<file path="config.mk">
export PLATFORM = sky130hd
export DESIGN_NAME = pipe_mw_reg
export DESIGN_NICKNAME = d
export VERILOG_FILES = /design/src/rtl/pipe_pkg.sv /design/src/rtl/pipe_reg.sv /design/src/rtl/pipe_mw_reg.sv
export SDC_FILE = /design/constraint.sdc
export NUM_CORES = 1
export LEC_CHECK = 0
export ABC_AREA = 0
export ABC_CLOCK_PERIOD_IN_PS = 3550
export BUFFER_PORTS_ARGS = -buffer_cell sky130_fd_sc_hd__clkbuf_2
export CAP_MARGIN = 20
export CORE_MARGIN = 2
export CORE_UTILIZATION = 38
export CTS_BUF_LIST = sky130_fd_sc_hd__clkbuf_8
export CTS_CLUSTER_DIAMETER = 50
export DETAILED_ROUTE_END_ITERATION = 16
export GPL_ROUTABILITY_DRIVEN = 0
export PLACE_DENSITY = 0.77
export SLEW_MARGIN = 0
export SYNTH_ARGS = -nofsm -noshare
export SYNTH_HDL_FRONTEND = slang
export SYNTH_SLANG_ARGS = --single-unit
</file>
<file path="constraint.sdc">
create_clock -name clk -period 3.55 [get_ports clk]
set_input_delay 0.355 -clock clk [delete_from_list [all_inputs] [get_ports clk]]
set_output_delay 0.355 -clock clk [all_outputs]
set_load 0.03 [all_outputs]
</file>
<file path="src/rtl/pipe_pkg.sv">
// Shared types and defaults for the MEM->WB pipeline register slice.
// Holds the writeback result-select encoding, the W-stage control bundle
// and the helper that decides whether an instruction may write the regfile.
package pipe_pkg;

  // Default widths used when the top is instantiated without overrides
  localparam int WIDTH_DEF  = 32;
  localparam int REG_AW_DEF = 5;
  localparam int RES_W_DEF  = 2;

  // Writeback mux select: which value is written back to the regfile
  typedef enum logic [RES_W_DEF-1:0] {
    RES_ALU = 2'd0,
    RES_MEM = 2'd1,
    RES_PC4 = 2'd2
  } resultsrc_e;

  // Control bundle carried from M to W at the default select width
  typedef struct packed {
    logic                 valid;
    logic                 regwrite;
    logic [RES_W_DEF-1:0] resultsrc;
  } ctrl_mw_t;

  // A write is only real when the instruction exists, asks to write,
  // and does not target x0, which must always read as zero.
  function automatic logic qualify_write(input logic valid,
                                         input logic regwrite,
                                         input logic rdNonZero);
    return valid & regwrite & rdNonZero;
  endfunction

endpackage

</file>
<file path="src/rtl/pipe_reg.sv">
// Generic enable/clear pipeline flop used for both halves of the MEM->WB latch.
// clr has priority over en so a bubble can be forced even while the stage
// is being held; asynchronous active-high reset clears the contents.
module pipe_reg #(
  parameter int W = 8
) (
  input  logic         clk,
  input  logic         rst,
  input  logic         en,
  input  logic         clr,
  input  logic [W-1:0] d,
  output logic [W-1:0] q
);

  // Reset and clear force zero, otherwise capture only when enabled
  always_ff @(posedge clk or posedge rst) begin
    if (rst) begin
      q <= '0;
    end else if (clr) begin
      q <= '0;
    end else if (en) begin
      q <= d;
    end
  end

endmodule

</file>
<file path="src/rtl/pipe_mw_reg.sv">
// MEM->WB pipeline register with valid tracking, stall (hold) and flush (bubble).
// Control fields (valid, regwrite, resultsrc, rd) are cleared on flush; the
// wide data fields are only enabled by !stallW and are don't-care in a bubble.
// regwriteW is qualified at load time so x0 writes and invalid slots never
// reach the regfile; fwdvalidW is derived purely from W-side registers.
// Optional build macro PIPE_MW_PERF_EN adds retire/stall/bubble counters.
module pipe_mw_reg
  import pipe_pkg::*;
#(
  parameter int WIDTH     = WIDTH_DEF,
  parameter int REG_AW    = REG_AW_DEF,
  parameter int RES_W     = RES_W_DEF
`ifdef PIPE_MW_PERF_EN
  ,
  parameter int CNT_WIDTH = 32
`endif
) (
  input  logic              clk,
  input  logic              rst,
  input  logic              stallW,
  input  logic              flushW,
  input  logic              validM,
  input  logic              regwriteM,
  input  logic [RES_W-1:0]  resultsrcM,
  input  logic [WIDTH-1:0]  readdataM,
  input  logic [WIDTH-1:0]  aluresultM,
  input  logic [REG_AW-1:0] rdM,
  input  logic [WIDTH-1:0]  pcplus4M,
  output logic              validW,
  output logic              regwriteW,
  output logic [RES_W-1:0]  resultsrcW,
  output logic [WIDTH-1:0]  readdataW,
  output logic [WIDTH-1:0]  aluresultW,
  output logic [REG_AW-1:0] rdW,
  output logic [WIDTH-1:0]  pcplus4W,
  output logic              fwdvalidW
`ifdef PIPE_MW_PERF_EN
  ,
  output logic [CNT_WIDTH-1:0] retire_cnt,
  output logic [CNT_WIDTH-1:0] stall_cnt,
  output logic [CNT_WIDTH-1:0] bubble_cnt
`endif
);

  localparam int CTRL_W = 2 + RES_W + REG_AW;
  localparam int DATA_W = 3 * WIDTH;

  logic              loadEn;
  logic              writeQual;
  logic [CTRL_W-1:0] ctrlD;
  logic [CTRL_W-1:0] ctrlQ;
  logic [DATA_W-1:0] dataD;
  logic [DATA_W-1:0] dataQ;

  // Stall freezes every W-side register; flush overrides it via clr
  assign loadEn    = ~stallW;
  assign writeQual = qualify_write(validM, regwriteM, rdM != '0);

  assign ctrlD = {validM, writeQual, resultsrcM, rdM};
  assign dataD = {readdataM, aluresultM, pcplus4M};

  // Control half: becomes a bubble (all zero) whenever flushW is high
  pipe_reg #(.W(CTRL_W)) u_ctrl (
    .clk (clk),
    .rst (rst),
    .en  (loadEn),
    .clr (flushW),
    .d   (ctrlD),
    .q   (ctrlQ)
  );

  // Data half: never cleared, contents are ignored while validW is low
  pipe_reg #(.W(DATA_W)) u_data (
    .clk (clk),
    .rst (rst),
    .en  (loadEn),
    .clr (1'b0),
    .d   (dataD),
    .q   (dataQ)
  );

  assign validW     = ctrlQ[CTRL_W-1];
  assign regwriteW  = ctrlQ[CTRL_W-2];
  assign resultsrcW = ctrlQ[REG_AW +: RES_W];
  assign rdW        = ctrlQ[REG_AW-1:0];

  assign readdataW  = dataQ[2*WIDTH +: WIDTH];
  assign aluresultW = dataQ[WIDTH +: WIDTH];
  assign pcplus4W   = dataQ[WIDTH-1:0];

  // regwriteW already implies rdW != 0, so no comparator is needed here
  assign fwdvalidW  = validW & regwriteW;

`ifdef PIPE_MW_PERF_EN
  logic bubbleLoad;

  // An edge produces a bubble when flushing or when loading an empty M slot
  assign bubbleLoad = flushW | (~stallW & ~validM);

  // Free-running event counters, wrapping naturally at CNT_WIDTH bits
  always_ff @(posedge clk or posedge rst) begin
    if (rst) begin
      retire_cnt <= '0;
      stall_cnt  <= '0;
      bubble_cnt <= '0;
    end else begin
      if (validW && !stallW) begin
        retire_cnt <= retire_cnt + CNT_WIDTH'(1);
      end
      if (stallW) begin
        stall_cnt <= stall_cnt + CNT_WIDTH'(1);
      end
      if (bubbleLoad) begin
        bubble_cnt <= bubble_cnt + CNT_WIDTH'(1);
      end
    end
  end
`endif

endmodule

</file>
==> results of run 1 <==
## cell usage after synthesis
master      n
mux2_2     96
nand2_1     1
buf_1       1
mux2i_1     8
and2_1      1
dfrtp_1   105
nor2_1      9
buf_6       6
or4_1       1
inv_1       1
o41ai_2     1
nand3b_1    1
buf_2       6
## through the flow
step	cells	worst slack (ns)	hold WS (ns)	util [%]	total power [mW]
final	593	2.02	0.226	52.9	2.82
after global routing	593	1.85	0.190	52.9	2.96
after CTS	591	2.07	0.201	52.5	2.85
after detailed placement	576	1.76	0.492	50.3	2.00
after global placement	576	1.79	0.487	50.3	1.99
after floorplan	237	0.434	0.501	-	1.79
## final timing paths
check,startpoint,to,cells past startpoint
worst min-delay path,readdataM[22],u_data.q[86],2
worst max-delay path,rst,u_data.q[43],5
worst max register to register,u_data.q[87],u_data.q[87],1
max in group clk,u_ctrl.q[8],fwdvalidW,2
min in group asynchronous,rst,u_data.q[68],3
worst min register to register,u_data.q[2],u_data.q[2],1
## layout make-up
| class | instances | area share [%] |
|---|---|---|
| sequential | 105 | 48.6 |
| multi-input combinational | 118 | 22.8 |
| timing repair buffer | 218 | 21.0 |
| tap | 136 | 3.15 |
| clock buffer | 9 | 2.29 |
| clock inverter | 6 | 1.99 |
| inverter | 1 | 0.116 |
## per-layer routing
layer  routed length, um  vias up  global-route usage [%]
li1                    -     1248                       -
met1                3530     1297                    19.0
met2                4170      126                    25.1
met3                 616        8                    3.80
met4                  93        0                    4.89
met5                   0        -                       0
## flip-flops by register name, indices dropped and copies added (netlist names)
register,flops
u_data.q,96
u_ctrl.q,9
## logic make-up after synthesis
kind of cell,after synthesis,synth area share (%)
AND/OR/NAND/NOR,13,1.48
AO/OA/AOI/OAI,1,0.410
buffers and inverters,14,2.65
flip-flops,105,66.2
multiplexers,104,29.3
## report_power, final
| group | internal [mW] | switching (mW) | leakage (nW) |
|---|---|---|---|
| Sequential | 1.31 | 0.0598 | 1.24 |
| Clock | 0.462 | 0.381 | 0.115 |
| Combinational | 0.225 | 0.382 | 1.39 |
| Total | 2.00 | 0.822 | 2.74 |
## timing repair
| item | 4_1_cts | 5_1_grt |
|---|---|---|
| gates resized for setup | 0 | 0 |
| hold buffers | 0 | 1 |
| endpoints found under the hold margin | 0 | 8 |
## worst max-delay path: stages
cell and delay [ns]:
dlygate4sd3_1 0.54, clkbuf_2 0.14, inv_4 0.33, buf_16 0.30
buf_4 0.36
==> impl_metrics.env, run 1 <==
export IMPL_max_slew_margin_pct=55.3
export IMPL_drv_slew=0
export IMPL_startpoint_type="input port"
export IMPL_r2r_slack_ns=2.77
export IMPL_synth_seq_cells=105
export IMPL_chipHeight_um=106
export IMPL_hold_path_class="in -> reg"
export IMPL_die_w_um=106
export IMPL_ant_nets=0
export IMPL_p_leak_nw=2.74
export IMPL_vias=2679
export IMPL_postPlaceCellArea_um2=5140
export IMPL_synth_cell_types=13
export IMPL_area_growth_synth_to_final_pct=36.3
export IMPL_critPathKind="in -> async"
export IMPL_num_rows=37
export IMPL_required_ns=4.07
export IMPL_cts_max_path_buffers=2
export IMPL_multiInputGateArea_um2=1240
export IMPL_nets=562
export IMPL_totalWireLength_um=8410
export IMPL_power_density_nw_per_um2=521
export IMPL_peakVddDrop_uv=289
export IMPL_start_util_pct=38.8
export IMPL_setup_viol=0
export IMPL_finalInstanceArea_um2=5410
export IMPL_die_area_um2=11300
export IMPL_cts_root_buf="clkbuf_8"
export IMPL_rsz0062_at_grt="false"
export IMPL_clk_pin_slew_ns=0.10
export IMPL_diodes=0
export IMPL_fillers=840
export IMPL_port_buffers=214
export IMPL_hold_viol_final=0
export IMPL_io_pins=215
export IMPL_register_area_um2=2630
export IMPL_antenna_found_initial=0
export IMPL_post_drt_wl_per_cell_um=14.2
export IMPL_ys_seq_area_share_pct=66.2
export IMPL_coreArea_um2=10200
export IMPL_yosys_warnings=0
export IMPL_syn_cell_area_um2=3970
export IMPL_dr_pass1_iters=4
export IMPL_worstMarginPinSlew_ns=0.671
export IMPL_drt_iter0_markers=76
export IMPL_fmax_mhz=653
export IMPL_synth_top_cell_by_area="dfrtp_1"
export IMPL_final_common_cell="clkbuf_2"
export IMPL_finalCritPeriodShare_pct=43.2
export IMPL_drc=0
export IMPL_insertion_delay_ns=0.35
export IMPL_grt_ovfl_total=0
export IMPL_post_cts_setup_buffers=0
export IMPL_syn_avg_cell_area_um2=16.7
export IMPL_drv_cap=0
export IMPL_worstPathMaxFanout=49
export IMPL_most_common_layout_cells="clkbuf_2, dfrtp_1, mux2_2, nor2_1, clkbuf_8"
export IMPL_numCtsBuffers=9
export IMPL_syn_inst=237
export IMPL_syn_num_nets=346
export IMPL_tns_ns=0
export IMPL_grt_max_degree=82
export IMPL_vias_per_cell=4.52
export IMPL_grt_usage_pct=15.0
export IMPL_crit_path_end_kind="asynchronous set/reset pin"
export IMPL_grt_pass1_vias=2814
export IMPL_drive_gt1_share_pct=72.2
export IMPL_fin_crit_ns=1.53
export IMPL_cp_data_arrival_time_ns=2.05
export IMPL_cts_tree="done"
export IMPL_synth_area_leaders="dfrtp_1, mux2_2, mux2i_1"
export IMPL_cts_sinks=105
export IMPL_fin_skew_ns=0
export IMPL_dp_hpwl_um=6200
export IMPL_status="complete, no violations"
export IMPL_synth_top_area_share_pct=66.2
export IMPL_grt_pass1_wl_um=13400
export IMPL_h_tree_depth=3
(Power assumes the default switching activity.)
==> run 2: changes to the inputs <==
Settings changed: ABC_AREA 0 to 1, ABC_CLOCK_PERIOD_IN_PS 3550 to 1480.
Clock period 3.55 ns to 1.48 ns, I/O delays scaled along.
==> run 2 against run 1 <==
Flip-flop and latch count is the same. Critical path depth is 2 lower. Synthesized cell count is 91% higher. Largest cell class unchanged. Via count up 56%. Critical endpoint is now fwdvalidW. Global-route usage increased by 6.4 points. Sequential power is 140% higher.
==> impl_metrics.env, run 2 <==
export IMPL_status="complete, no violations"
export IMPL_area_growth_synth_to_final_pct=60.2
export IMPL_holdPathEnd="u_ctrl.q[8]"
export IMPL_cp_slowest_cell="dfrtp_1"
export IMPL_crit_path_end_kind="primary output"
export IMPL_reg_top3="u_data.q x96, u_ctrl.q x9"
export IMPL_postPlaceCellArea_um2=5180
export IMPL_largest_reg_flops=96
export IMPL_required_ns=1.33
export IMPL_peakVddDrop_uv=550
export IMPL_cts_max_path_buffers=2
export IMPL_holdWs_ns=0.0349
export IMPL_worstPathMaxFanout=3
export IMPL_slowest_delay_ns=0.39
export IMPL_syn_cell_area_um2=4020
export IMPL_vias_per_cell=4.60
export IMPL_drv_slew=0
export IMPL_syn_avg_cell_area_um2=8.89
export IMPL_cp_num_buf_inv=2
export IMPL_finalCritPeriodShare_pct=81.3
export IMPL_nets=876
export IMPL_synth_edf_count=0
export IMPL_synth_ff_type="dfrtp_1"
export IMPL_timing_rr_end="u_data.q[3]"
export IMPL_drt_iter0_markers=320
export IMPL_vias=4180
export IMPL_dp_cells=788
export IMPL_numCtsBuffers=9
export IMPL_ys_top_cells_by_count="nand2_1, dfrtp_1, buf_2"
export IMPL_critPathKind="reg -> out"
export IMPL_dp_hpwl_um=7380
export IMPL_synth_most_common_cell="nand2_1"
export IMPL_grt_pass1_vias=4123
export IMPL_grt_max_degree=58
export IMPL_syn_inst=452
export IMPL_final_common_cell="nand2_1"
export IMPL_cts_root_buf="clkbuf_8"
export IMPL_finalInstanceArea_um2=6440
export IMPL_rsz0062_at_grt="false"
export IMPL_cts_sinks=105
export IMPL_final_util_pct=62.6
export IMPL_r2r_start="u_data.q[3]"
export IMPL_hold_path_class="in -> reg"
export IMPL_max_slew_margin_pct=61.2
export IMPL_fin_skew_ns=0
export IMPL_post_drt_wl_per_cell_um=13.6
export IMPL_cts_tree="done"
export IMPL_h_tree_depth=3
export IMPL_insertion_delay_ns=0.35
export IMPL_die_area_um2=11400
export IMPL_totalWireLength_um=12400
export IMPL_power_density_nw_per_um2=1050
export IMPL_worstMarginPinSlew_ns=0.582
export IMPL_worstHoldPathCells=3
export IMPL_setup_viol=0
export IMPL_synth_cell_types=11
export IMPL_synth_seq_cells=105
export IMPL_top_register="u_data.q"
export IMPL_synth_top_cell_by_area="dfrtp_1"
export IMPL_clk_pin_slew_ns=0.10
export IMPL_drc=0
export IMPL_grt_pass1_wl_um=19200
export IMPL_startpoint_type="flop"
export IMPL_fin_ws_ns=0.277
export IMPL_post_cts_setup_buffers=0
export IMPL_ys_seq_area_share_pct=65.4
export IMPL_post_place_ws_ns=0.344
export IMPL_most_common_layout_cells="nand2_1, clkbuf_2, dfrtp_1, dlygate4sd3_1, clkbuf_8"
export IMPL_synth_area_leaders="dfrtp_1, nand2_1, buf_6"
export IMPL_start_util_pct=39.1
export IMPL_dr_pass1_iters=5
export IMPL_r2r_slack_ns=0.79
export IMPL_yosys_warnings=0
export IMPL_grt_usage_pct=21.4
export IMPL_synth_top_area_share_pct=65.4
export IMPL_grt_ovfl_total=0
export IMPL_ant_nets=0
export IMPL_tns_ns=0
export IMPL_rr_worst_depth=2
export IMPL_diodes=0
export IMPL_hold_viol_final=0
export IMPL_p_leak_nw=3.71
export IMPL_totalPowerFinal_mw=6.76
export IMPL_die_w_um=107
export IMPL_chipHeight_um=107
export IMPL_fmax_mhz=831
export IMPL_fin_crit_ns=1.20
export IMPL_min_delay_start="validM"
export IMPL_critPathTopFamily="flip-flops"
export IMPL_postSynth_asyncResetShare_pct=100
export IMPL_drv_cap=0
export IMPL_cp_data_arrival_time_ns=1.06
export IMPL_layout_cells_non_filler=908
export IMPL_antenna_found_initial=0
export IMPL_crit_chain="nand2_1 -> inv_1 -> clkbuf_2"
export IMPL_drive_gt1_share_pct=31.2
export IMPL_port_buffers=214
export IMPL_io_pins=215
export IMPL_syn_num_nets=561
export IMPL_coreArea_um2=10300
export IMPL_num_rows=37
[run 2: cell count changes after synthesis, moves of 2 or more]
cell / before / now
nand2_1: 1 / 316
inv_1: 1 / 3
buf_4: 0 / 6
mux2i_1: 8 / 0
nor2_1: 9 / 3
buf_2: 6 / 10
mux2_2: 96 / 0
[run 2: cell families after synthesis]
| group | count (synthesis) | share of synthesized area [%] |
|---|---|---|
| AND/OR/NAND/NOR | 322 | 30.4 |
| flip-flops | 105 | 65.4 |
| buffers and inverters | 25 | 4.20 |
[run 2: cell type report]
cell class,count,area [um^2]
repair buffers,325,2180
fillers,824,3840
clock buffers,9,124
flip-flops and latches,105,2630
clock inverters,7,93.8
multi-input cells,322,1220
well taps,136,170
inverters,4,21.3
[run 2: worst max path at each step]
stage | from | to | slack, ns | cells past startpoint
floorplan | rst | u_ctrl.q[0] | 0.07 | 1
global placement | stallW | u_data.q[57] | 0.41 | 4
detailed placement | stallW | u_data.q[61] | 0.34 | 4
CTS | u_ctrl.q[8] | fwdvalidW | 0.24 | 3
global route | u_ctrl.q[8] | fwdvalidW | 0.19 | 3
finish | u_ctrl.q[8] | fwdvalidW | 0.28 | 3
[run 2: timing repair]
action / in CTS / in global routing
hold buffers: 104 / 0
endpoints found under the setup margin: 0 / 0
endpoints found under the hold margin: 208 / 0
gates resized for setup: 0 / 0
[run 2: routing by layer]
metal	wire [um]	vias up	GRT usage [%]
met2	6330	208	38.2
li1	-	1975	-
met3	870	34	4.38
met4	396	0	10.7
met1	4790	1963	24.2
met5	0	-	0
[run 2: worst register-to-register path: stages (launching register included)]
cell and delay [ns]:
dfrtp_1 0.40, nand2_1 0.09, nand2_1 0.09
[run 2: power breakdown]
group          internal, mW  switching, mW
combinational         0.570           1.01
clock                 0.953          0.965
sequential             3.11          0.152
